### config.mk
export PLATFORM = sky130hd
export DESIGN_NAME = mem_copy_engine_flat
export DESIGN_NICKNAME = d
export VERILOG_FILES = /design/src/rtl/mem_copy_engine_if.sv /design/src/rtl/mem_copy_engine.sv /design/src/flat_wrapper.sv
export SDC_FILE = /design/constraint.sdc
export NUM_CORES = 1
export LEC_CHECK = 0
export ABC_AREA = 0
export BUFFER_PORTS_ARGS = -buffer_cell sky130_fd_sc_hd__buf_2
export CORE_MARGIN = 4
export CORE_UTILIZATION = 51
export CTS_BUF_LIST = sky130_fd_sc_hd__clkbuf_8
export DETAILED_ROUTE_END_ITERATION = 12
export PLACE_DENSITY_LB_ADDON = 0.15
export SYNTH_ARGS = -nofsm -noshare
export SYNTH_HDL_FRONTEND = slang
export SYNTH_SLANG_ARGS = --single-unit
export TNS_END_PERCENT = 10
### constraint.sdc
create_clock -name clk -period 4.2 [get_ports clk]
set_input_delay 1.26 -clock clk [delete_from_list [all_inputs] [get_ports clk]]
set_output_delay 1.26 -clock clk [all_outputs]
set_load 0.05 [all_outputs]
### src/rtl/mem_copy_engine_if.sv
// Bundle of the core-facing control/status signals and the data-memory port
// driven by mem_copy_engine (master) and served by the core/memory side (slave).
interface mem_copy_engine_if #(
    parameter int ADDR_W = 8,
    parameter int DATA_W = 8
) ();
    logic              start;
    logic [ADDR_W-1:0] src_addr;
    logic [ADDR_W-1:0] dst_addr;
    logic [ADDR_W-1:0] length;
    logic              busy;
    logic              done;
    logic [ADDR_W-1:0] bytes_copied;
    logic [ADDR_W-1:0] mem_address;
    logic [DATA_W-1:0] mem_write_data;
    logic              mem_read;
    logic              mem_write;
    logic [DATA_W-1:0] mem_read_data;

    modport master (
        input  start, src_addr, dst_addr, length, mem_read_data,
        output busy, done, bytes_copied, mem_address, mem_write_data, mem_read, mem_write
    );

    modport slave (
        output start, src_addr, dst_addr, length, mem_read_data,
        input  busy, done, bytes_copied, mem_address, mem_write_data, mem_read, mem_write
    );
endinterface

### src/rtl/mem_copy_engine.sv
// Byte-serial forward block copier that owns the data-memory port while busy.
// Each byte costs RD_LAT read cycles plus one write cycle.
module mem_copy_engine #(
    parameter int ADDR_W = 8,
    parameter int DATA_W = 8,
    parameter int RD_LAT = 1
) (
    input  logic               clk,
    input  logic               rst,
    mem_copy_engine_if.master  bus
);
    localparam int LAT_W = (RD_LAT > 1) ? $clog2(RD_LAT) : 1;
    localparam logic [LAT_W-1:0] LAT_LAST = LAT_W'(RD_LAT - 1);

    typedef enum logic [1:0] {
        IDLE = 2'd0,
        RD   = 2'd1,
        WR   = 2'd2,
        DONE = 2'd3
    } state_t;

    state_t            state_r;
    logic [ADDR_W-1:0] src_ptr_r;
    logic [ADDR_W-1:0] dst_ptr_r;
    logic [ADDR_W-1:0] remaining_r;
    logic [DATA_W-1:0] buffer_r;
    logic [LAT_W-1:0]  lat_cnt_r;
    logic              busy_r;
    logic              done_r;
    logic              mem_read_r;
    logic              mem_write_r;
    logic [ADDR_W-1:0] mem_address_r;
    logic [ADDR_W-1:0] bytes_copied_r;

    // Every output is a register that already reflects the state being entered.
    always_ff @(posedge clk) begin
        if (rst) begin
            state_r        <= IDLE;
            src_ptr_r      <= '0;
            dst_ptr_r      <= '0;
            remaining_r    <= '0;
            buffer_r       <= '0;
            lat_cnt_r      <= '0;
            busy_r         <= 1'b0;
            done_r         <= 1'b0;
            mem_read_r     <= 1'b0;
            mem_write_r    <= 1'b0;
            mem_address_r  <= '0;
            bytes_copied_r <= '0;
        end else begin
            case (state_r)
                IDLE: begin
                    done_r <= 1'b0;
                    if (bus.start) begin
                        src_ptr_r      <= bus.src_addr;
                        dst_ptr_r      <= bus.dst_addr;
                        remaining_r    <= bus.length;
                        bytes_copied_r <= '0;
                        lat_cnt_r      <= '0;
                        if (bus.length == '0) begin
                            state_r <= DONE;
                            done_r  <= 1'b1;
                        end else begin
                            state_r       <= RD;
                            busy_r        <= 1'b1;
                            mem_read_r    <= 1'b1;
                            mem_address_r <= bus.src_addr;
                        end
                    end else begin
                        state_r <= IDLE;
                    end
                end
                RD: begin
                    if (lat_cnt_r == LAT_LAST) begin
                        buffer_r      <= bus.mem_read_data;
                        state_r       <= WR;
                        mem_read_r    <= 1'b0;
                        mem_write_r   <= 1'b1;
                        mem_address_r <= dst_ptr_r;
                    end else begin
                        lat_cnt_r <= lat_cnt_r + LAT_W'(1);
                    end
                end
                WR: begin
                    src_ptr_r      <= src_ptr_r + ADDR_W'(1);
                    dst_ptr_r      <= dst_ptr_r + ADDR_W'(1);
                    bytes_copied_r <= bytes_copied_r + ADDR_W'(1);
                    remaining_r    <= remaining_r - ADDR_W'(1);
                    mem_write_r    <= 1'b0;
                    lat_cnt_r      <= '0;
                    if (remaining_r == ADDR_W'(1)) begin
                        state_r <= DONE;
                        busy_r  <= 1'b0;
                        done_r  <= 1'b1;
                    end else begin
                        state_r       <= RD;
                        mem_read_r    <= 1'b1;
                        mem_address_r <= src_ptr_r + ADDR_W'(1);
                    end
                end
                DONE: begin
                    state_r <= IDLE;
                    done_r  <= 1'b0;
                end
                default: begin
                    state_r     <= IDLE;
                    busy_r      <= 1'b0;
                    done_r      <= 1'b0;
                    mem_read_r  <= 1'b0;
                    mem_write_r <= 1'b0;
                end
            endcase
        end
    end

    assign bus.busy           = busy_r;
    assign bus.done           = done_r;
    assign bus.mem_read       = mem_read_r;
    assign bus.mem_write      = mem_write_r;
    assign bus.mem_address    = mem_address_r;
    assign bus.mem_write_data = buffer_r;
    assign bus.bytes_copied   = bytes_copied_r;
endmodule

### src/flat_wrapper.sv
// flat-port wrapper written by rule: the top's interface ports become plain ports
module mem_copy_engine_flat 
#(
    parameter int ADDR_W = 8,
    parameter int DATA_W = 8,
    parameter int RD_LAT = 1
)
  (clk, rst, bus_start, bus_src_addr, bus_dst_addr, bus_length, bus_mem_read_data, bus_busy, bus_done, bus_bytes_copied, bus_mem_address, bus_mem_write_data, bus_mem_read, bus_mem_write);
  mem_copy_engine_if #(.ADDR_W(ADDR_W), .DATA_W(DATA_W)) bus_i ();
  input  logic clk;
  input  logic rst;
  input wire logic [$bits(bus_i.start)-1:0] bus_start;
  input wire logic [$bits(bus_i.src_addr)-1:0] bus_src_addr;
  input wire logic [$bits(bus_i.dst_addr)-1:0] bus_dst_addr;
  input wire logic [$bits(bus_i.length)-1:0] bus_length;
  input wire logic [$bits(bus_i.mem_read_data)-1:0] bus_mem_read_data;
  output wire logic [$bits(bus_i.busy)-1:0] bus_busy;
  output wire logic [$bits(bus_i.done)-1:0] bus_done;
  output wire logic [$bits(bus_i.bytes_copied)-1:0] bus_bytes_copied;
  output wire logic [$bits(bus_i.mem_address)-1:0] bus_mem_address;
  output wire logic [$bits(bus_i.mem_write_data)-1:0] bus_mem_write_data;
  output wire logic [$bits(bus_i.mem_read)-1:0] bus_mem_read;
  output wire logic [$bits(bus_i.mem_write)-1:0] bus_mem_write;
  assign bus_i.start = bus_start;
  assign bus_i.src_addr = bus_src_addr;
  assign bus_i.dst_addr = bus_dst_addr;
  assign bus_i.length = bus_length;
  assign bus_i.mem_read_data = bus_mem_read_data;
  assign bus_busy = bus_i.busy;
  assign bus_done = bus_i.done;
  assign bus_bytes_copied = bus_i.bytes_copied;
  assign bus_mem_address = bus_i.mem_address;
  assign bus_mem_write_data = bus_i.mem_write_data;
  assign bus_mem_read = bus_i.mem_read;
  assign bus_mem_write = bus_i.mem_write;
  mem_copy_engine #(.ADDR_W(ADDR_W), .DATA_W(DATA_W), .RD_LAT(RD_LAT)) u_core (.clk(clk), .rst(rst), .bus(bus_i));
endmodule
After elaboration in Yosys (flattened, before gate mapping)
Cells that the tools add are included.

Multiplexer cells: 34. Add/sub/neg operators: 5. Bitwise gates (word level): 1. Equality and inequality tests: 9. Reduce and logical (&&, ||, !) cells: 13.

Operators by type and width (number): $mux 8 (8); $pmux 8 s2 (4); $add 8x1->8 const B (3); $pmux 8 s3 (1); $mux 1 (11); $reduce_and 2->1 (5); $pmux 1 s3 (3); $eq 8x1->1 const B (1); $logic_not 8->1 (1); $mux 2 (4); $ne 2x2->1 const B (4); $pmux 2 s4 (1); $sub 8x1->8 const B (1); $reduce_bool 3->1 (2); $reduce_and 5->1 (1); $eq 2x2->1 const B (2); $pmux 1 s2 (2); $reduce_and 4->1 (1); $reduce_bool 2->1 (2); $eq 2x1->1 const B (1); $logic_not 2->1 (1); $ne 2x1->1 const B (1); $add 1x1->1 const B (1); $not 1->1 (1).

Register bits after elaboration: 55. Logic and storage cells: 74. Bits of input ports: 35. Output and inout bits: 28.

Logic depth before layout (Yosys ltp)
Word-level depth: 4. Gate-level depth with buffers: 9.

Worst setup path before layout
Ideal clock, no wire load.

Path kind: input -> register. From: input bus_length[5]. To: register u_core.mem_address_r[0], in the netlist u_core.bus.mem_address[0]. Arrival: 2.238 ns. Slack: 1.890 ns. Setup time: 0.072 ns. Stages: 4. Cell sequence: nor4_2 -> a21boi_2 -> o21ai_4 -> mux2i_1.

Word-level cells in the longest chain between the ends: 3.

Ends and longest elaborated chain: start: declaration (line flat_wrapper.sv:15) `input wire logic [$bits(bus_i.length)-1:0] bus_length;`; $logic_not 8->1 (line mem_copy_engine.sv:60) `if (bus.length == '0) begin`; $ne 2x2->1 (no line); $reduce_and 5->1 (no line); end signal: assignment (line mem_copy_engine.sv:67) `mem_address_r <= bus.src_addr;`; end signal: assignment (line mem_copy_engine.sv:79) `mem_address_r <= dst_ptr_r;`; end signal: assignment (line mem_copy_engine.sv:98) `mem_address_r <= src_ptr_r + ADDR_W'(1);`; end: declaration (line mem_copy_engine.sv:32) `logic [ADDR_W-1:0] mem_address_r;`.

No other way between the ends. A chain may end at the register's enable or synchronous reset.

Worst setup path in the final report
From: register u_core.state_r[0]. To: register u_core.dst_ptr_r[0].

Word-level cells in the longest chain between the ends: 3. Elaborated cells on any way between the ends: 6. Classes of those cells: 2 x eq/ne; 1 x mux; 3 x reduce/logical.

Ends and longest elaborated chain: start: declaration (line mem_copy_engine.sv:22) `state_t state_r;`; start signal: assignment (line mem_copy_engine.sv:38) `state_r <= IDLE;`; start signal: assignment (line mem_copy_engine.sv:61) `state_r <= DONE;`; start signal: assignment (line mem_copy_engine.sv:64) `state_r <= RD;`; $eq 2x2->1 / $logic_not 2->1 (equally long branches) (line mem_copy_engine.sv:51) `case (state_r)`; $reduce_bool 2->1 (no line) / $ne 2x2->1 (equally long branches); $reduce_and 2->1 (no line); end signal: assignment (line mem_copy_engine.sv:56) `dst_ptr_r <= bus.dst_addr;`; end signal: assignment (line mem_copy_engine.sv:86) `dst_ptr_r <= dst_ptr_r + ADDR_W'(1);`; end: declaration (line mem_copy_engine.sv:24) `logic [ADDR_W-1:0] dst_ptr_r;`.

Several ways; a longest one is shown, not always the timed one.

==> flow_summary.html <==
<table>
<tr><th>Metric</th><th>Value</th></tr>
<tr><th colspan="2">Detailed routing</th></tr>
<tr><td>Detailed Route Iter0 Violations</td><td>275</td></tr>
<tr><td>Average via count per standard cell</td><td>5.99</td></tr>
<tr><td>Routed WL</td><td>7910 µm</td></tr>
<tr><td>Average wire per cell in the routed design</td><td>16.0 µm</td></tr>
<tr><td>Vias</td><td>2966</td></tr>
<tr><td>First-pass DRT Iterations</td><td>5</td></tr>
<tr><td>Count of nets left with antenna violations after detail routing</td><td>0</td></tr>
<tr><td>Remaining routing DRC violations</td><td>0</td></tr>
<tr><th colspan="2">Timing</th></tr>
<tr><td>Highest attainable clock frequency</td><td>423 MHz</td></tr>
<tr><td>Pins Over Slew Limit</td><td>0</td></tr>
<tr><td>Slew at the pin with the worst max-slew slack</td><td>1.01 ns</td></tr>
<tr><td>Period Utilization, post-route</td><td>56.3%</td></tr>
<tr><td>Setup repair after global routing missed its margin</td><td>no</td></tr>
<tr><td>Headroom to the max-slew limit</td><td>32.9%</td></tr>
<tr><td>Final setup viols</td><td>0</td></tr>
<tr><td>Final Hold Violating Endpoints</td><td>0</td></tr>
<tr><td>Worst clock skew on the final layout</td><td>0.00774 ns</td></tr>
<tr><td>Tmin final</td><td>2.36 ns</td></tr>
<tr><td>Setup_tns</td><td>0 ns</td></tr>
<tr><th colspan="2">Placed design</th></tr>
<tr><td>Port bufs</td><td>62</td></tr>
<tr><td>Routability cong.</td><td>0.840</td></tr>
<tr><td>Placed wire-length estimate after detailed placement</td><td>5540 µm</td></tr>
<tr><td>Cell count after placement</td><td>487</td></tr>
<tr><th colspan="2">Clock network</th></tr>
<tr><td>CTS tree</td><td>done</td></tr>
<tr><td>Post-CTS clock slew at the launch and capture registers of the worst setup and hold paths</td><td>0.09 ns</td></tr>
<tr><td>Worst skew pair latency</td><td>0.31 ns</td></tr>
<tr><td>CTS sink count</td><td>54</td></tr>
<tr><td>Post-CTS setup-driven buffer insertion count</td><td>0</td></tr>
<tr><td>Number of H-tree levels</td><td>2</td></tr>
<tr><td>Hold-fix buffers, CTS</td><td>0</td></tr>
<tr><td>Root buffer cell</td><td>sky130_fd_sc_hd__clkbuf_8</td></tr>
<tr><td>Buffers from clock root to sink, at most</td><td>2</td></tr>
<tr><td>Number of CTS-inserted buffers</td><td>5</td></tr>
<tr><td>Cts repair resizes</td><td>0</td></tr>
<tr><th colspan="2">Global routing</th></tr>
<tr><td>Met3 routing resource usage after global routing</td><td>4.64%</td></tr>
<tr><td>Via count of the first global-routing pass</td><td>2665</td></tr>
<tr><td>Global routing usage on met1</td><td>28.0%</td></tr>
<tr><td>Layer with the highest usage</td><td>met2</td></tr>
<tr><td>Antenna violations before repair</td><td>0</td></tr>
<tr><td>GRT Resource Usage Total</td><td>20.7%</td></tr>
<tr><td>Global-route congestion overflow total</td><td>0</td></tr>
<tr><td>Largest net degree at the start of global routing</td><td>34</td></tr>
<tr><td>Global-route wire length before repair</td><td>12800 µm</td></tr>
<tr><td>Met2 usage</td><td>33.2%</td></tr>
<tr><th colspan="2">Finish</th></tr>
<tr><td>Area growth, synth to finish</td><td>11.4%</td></tr>
<tr><td>Share of post-route cells with drive strength above 1</td><td>21.7%</td></tr>
<tr><td>Final Net Count</td><td>464</td></tr>
<tr><td>Antenna fix cells</td><td>0</td></tr>
<tr><td>Final cell count without fillers</td><td>495</td></tr>
<tr><th colspan="2">Pwr</th></tr>
<tr><td>Power per cell area</td><td>386 mW/mm²</td></tr>
<tr><td>Leakage dissipation</td><td>1.45 nW</td></tr>
<tr><td>Max IR drop VDD</td><td>0.238 mV</td></tr>
<tr><th colspan="2">Worst setup path</th></tr>
<tr><td>Register-to-register setup slack</td><td>1.84 ns</td></tr>
<tr><td>Type of element capturing the critical path</td><td>flop</td></tr>
<tr><td>FF-to-FF End</td><td>u_core.dst_ptr_r[0]$_SDFFE_PP0P_</td></tr>
<tr><td>Data required time at the worst endpoint</td><td>4.42 ns</td></tr>
<tr><td>Reg2reg start</td><td>u_core.state_r[0]$_SDFF_PP0_</td></tr>
<tr><td>R2r worst-path depth</td><td>6</td></tr>
<tr><td>Critical path type</td><td>reg2reg</td></tr>
<tr><td>CP max FO</td><td>31</td></tr>
<tr><td>Data arrival time of the worst path</td><td>2.58 ns</td></tr>
<tr><td>Slowest-stage cell, CP</td><td>sky130_fd_sc_hd__ha_1</td></tr>
<tr><td>Stage delay of the slowest cell on the critical path</td><td>0.58 ns</td></tr>
<tr><td>Critical Path Source Type</td><td>flop</td></tr>
<tr><td>Most frequent cell on the critical path</td><td>sky130_fd_sc_hd__a311oi_1</td></tr>
<tr><td>Cells along the critical path</td><td>inv_1 &gt; ha_1 &gt; buf_4 &gt; and2_0 &gt; a311oi_1 &gt; a311oi_1</td></tr>
<tr><th colspan="2">Die</th></tr>
<tr><td>Core footprint</td><td>0.00603 mm²</td></tr>
<tr><td>Number of core rows</td><td>28</td></tr>
<tr><td>Number of placed I/O pins</td><td>63</td></tr>
<tr><td>Die boundary width</td><td>87.4 µm</td></tr>
<tr><td>Initial core utilization</td><td>53.4%</td></tr>
<tr><td>Die footprint</td><td>0.00764 mm²</td></tr>
<tr><td>Chip height</td><td>87.4 µm</td></tr>
<tr><th colspan="2">Synthesis</th></tr>
<tr><td>Number of warning messages in the yosys log</td><td>0</td></tr>
<tr><td>Most used flip-flop cell after synthesis</td><td>sky130_fd_sc_hd__dfxtp_1</td></tr>
<tr><td>Post-Synthesis Mean Instance Area</td><td>8.54 µm²</td></tr>
<tr><td>Count of unique library cells instantiated by Yosys</td><td>68</td></tr>
<tr><td>Proportion of register bits with asynchronous set or reset after synthesis</td><td>0%</td></tr>
<tr><td>Number of standard cells after synthesis</td><td>377</td></tr>
<tr><td>Number of flip-flops and latches in the synthesized netlist</td><td>54</td></tr>
<tr><td>Register area share after synthesis</td><td>33.6%</td></tr>
<tr><td>Number of enable-type register cells in the synthesized netlist</td><td>0</td></tr>
<tr><td>Area of the mapped netlist</td><td>0.00322 mm²</td></tr>
<tr><td>Syn_nets</td><td>422</td></tr>
<tr><th colspan="2">Run status</th></tr>
<tr><td>Run status</td><td>completed</td></tr>
<tr><th colspan="2">Min path</th></tr>
<tr><td>Depth of the worst hold-timing path</td><td>2</td></tr>
<tr><td>Worst min-delay path startpoint</td><td>u_core.bus.mem_address[4]$_SDFFE_PP0P_</td></tr>
<tr><td>Hold worst-path end</td><td>u_core.bus.mem_address[4]$_SDFFE_PP0P_</td></tr>
<tr><td>Min-Delay Path Class</td><td>reg2reg</td></tr>
<tr><th colspan="2">Flow run</th></tr>
<tr><td>Max-capacitance violation count</td><td>0</td></tr>
</table>
==> critical path, delay by kind of cell (launching register included) <==
family / cells / cell delay [ns]
AND/OR/NAND/NOR: 1 / 0.41
AO/OA/AOI/OAI: 2 / 0.37
adder cells (fa/ha/maj): 1 / 0.58
buffers and inverters: 2 / 0.54
flip-flops: 1 / 0.35
==> worst max-delay path by stage <==
stage	from	to	slack [ns]
floorplan	bus_length[5]	u_core.bus.mem_address[0]$_SDFFE_PP0P_	1.89
global placement	bus_length[5]	u_core.bus.mem_address[5]$_SDFFE_PP0P_	1.56
detailed placement	bus_length[5]	u_core.bus.mem_address[3]$_SDFFE_PP0P_	1.54
CTS	u_core.state_r[0]$_SDFF_PP0_	u_core.dst_ptr_r[0]$_SDFFE_PP0P_	1.83
global route	u_core.state_r[0]$_SDFF_PP0_	u_core.dst_ptr_r[0]$_SDFFE_PP0P_	1.70
finish	u_core.state_r[0]$_SDFF_PP0_	u_core.dst_ptr_r[0]$_SDFFE_PP0P_	1.84
==> sequential cells by signal, summed over array words and instances (netlist names) <==
name / cells
u_core.bus.mem_write: 1
u_core.src_ptr_r: 8
u_core.dst_ptr_r: 8
u_core.remaining_r: 8
u_core.bus.mem_address: 8
u_core.state_r: 2
u_core.bus.bytes_copied: 8
u_core.bus.mem_read: 1
u_core.bus.busy: 1
u_core.bus.mem_write_data: 8
u_core.bus.done: 1
==> synthesized netlist by cell type, drive strengths merged, types with 4 or more instances <==
cell | n | area share, %
mux2i | 25 | 8.2
nand3 | 9 | 1.6
buf | 17 | 3.7
a22oi | 5 | 1.2
ha | 10 | 3.9
nand4 | 7 | 1.4
nand2b | 14 | 3.0
clkbuf | 12 | 1.4
nand2 | 23 | 2.7
o22ai | 7 | 1.4
a211oi | 8 | 2.0
a311oi | 6 | 1.6
a21oi | 17 | 2.6
nor3 | 10 | 1.6
a21boi | 4 | 1.2
inv | 11 | 1.3
dfxtp | 54 | 34
nor2 | 48 | 5.6
o21ai | 23 | 4.0
xor2 | 4 | 1.1
nor4 | 7 | 2.5
and3 | 6 | 1.2
==> kinds of logic after synthesis <==
group,count (synthesis),share of synthesized area [%]
compound gates,98,21.8
xor+xnor,6,1.63
buf+inv,40,6.38
fa+ha+maj,10,3.89
flops,54,33.6
simple gates,142,23.8
mux,27,8.98
==> per-stage QoR <==
stage / setup slack [ns] / util [%] / hold WS, ns / total power [mW] / area (µm²)
final: 1.84 / 59.5 / 0.471 / 1.38 / 3580
after global routing: 1.70 / 59.5 / 0.490 / 1.46 / 3580
after CTS: 1.83 / 59.5 / 0.473 / 1.39 / 3580
after detailed placement: 1.54 / 57.6 / 0.460 / 1.04 / 3470
after global placement: 1.56 / 57.6 / 0.452 / 1.03 / 3470
after floorplan: 1.89 / - / 0.458 / 0.953 / 3220
==> metal layers <==
| metal | vias up | part of all wire (%) |
|---|---|---|
| met4 | 0 | 1.1 |
| met1 | 1382 | 46 |
| met5 | - | 0 |
| met3 | 10 | 7.3 |
| li1 | 1456 | - |
| met2 | 118 | 46 |
==> layout by cell type (no fill, tap or decap), drive strengths merged, types with 3 or more instances in the layout <==
cell type / count
nor3: 10
nand2: 23
xor2: 4
inv: 12
o22ai: 7
nand2b: 14
and2: 3
a221oi: 3
o31ai: 3
a211oi: 8
buf: 64
dfxtp: 54
a311oi: 6
a21boi: 4
a22oi: 5
clkbuf: 5
nor2: 48
a21oi: 17
nand3: 9
nand4: 7
and3: 6
nor2b: 3
ha: 10
a21o: 3
mux2i: 25
nor4: 7
o21ai: 23
==> final cells by class <==
cell class                      count  area (µm²)
Clock buffer                        5        68.8
Clock inverter                      3        41.3
Fill cell                         571        2440
Inverter                           11        41.3
Multi-Input combinational cell    283        1930
Sequential cell                    54        1080
Tap cell                           75        93.8
Timing Repair Buffer               64         325
==> power by group <==
group,internal (mW),switching [mW],total (mW),leakage (nW)
Combinational,0.149,0.270,0.419,0.953
Sequential,0.563,0.0517,0.615,0.444
Clock,0.176,0.175,0.351,0.0556
Total,0.888,0.497,1.38,1.45
No activity file was read; power rests on OpenSTA's default activity.
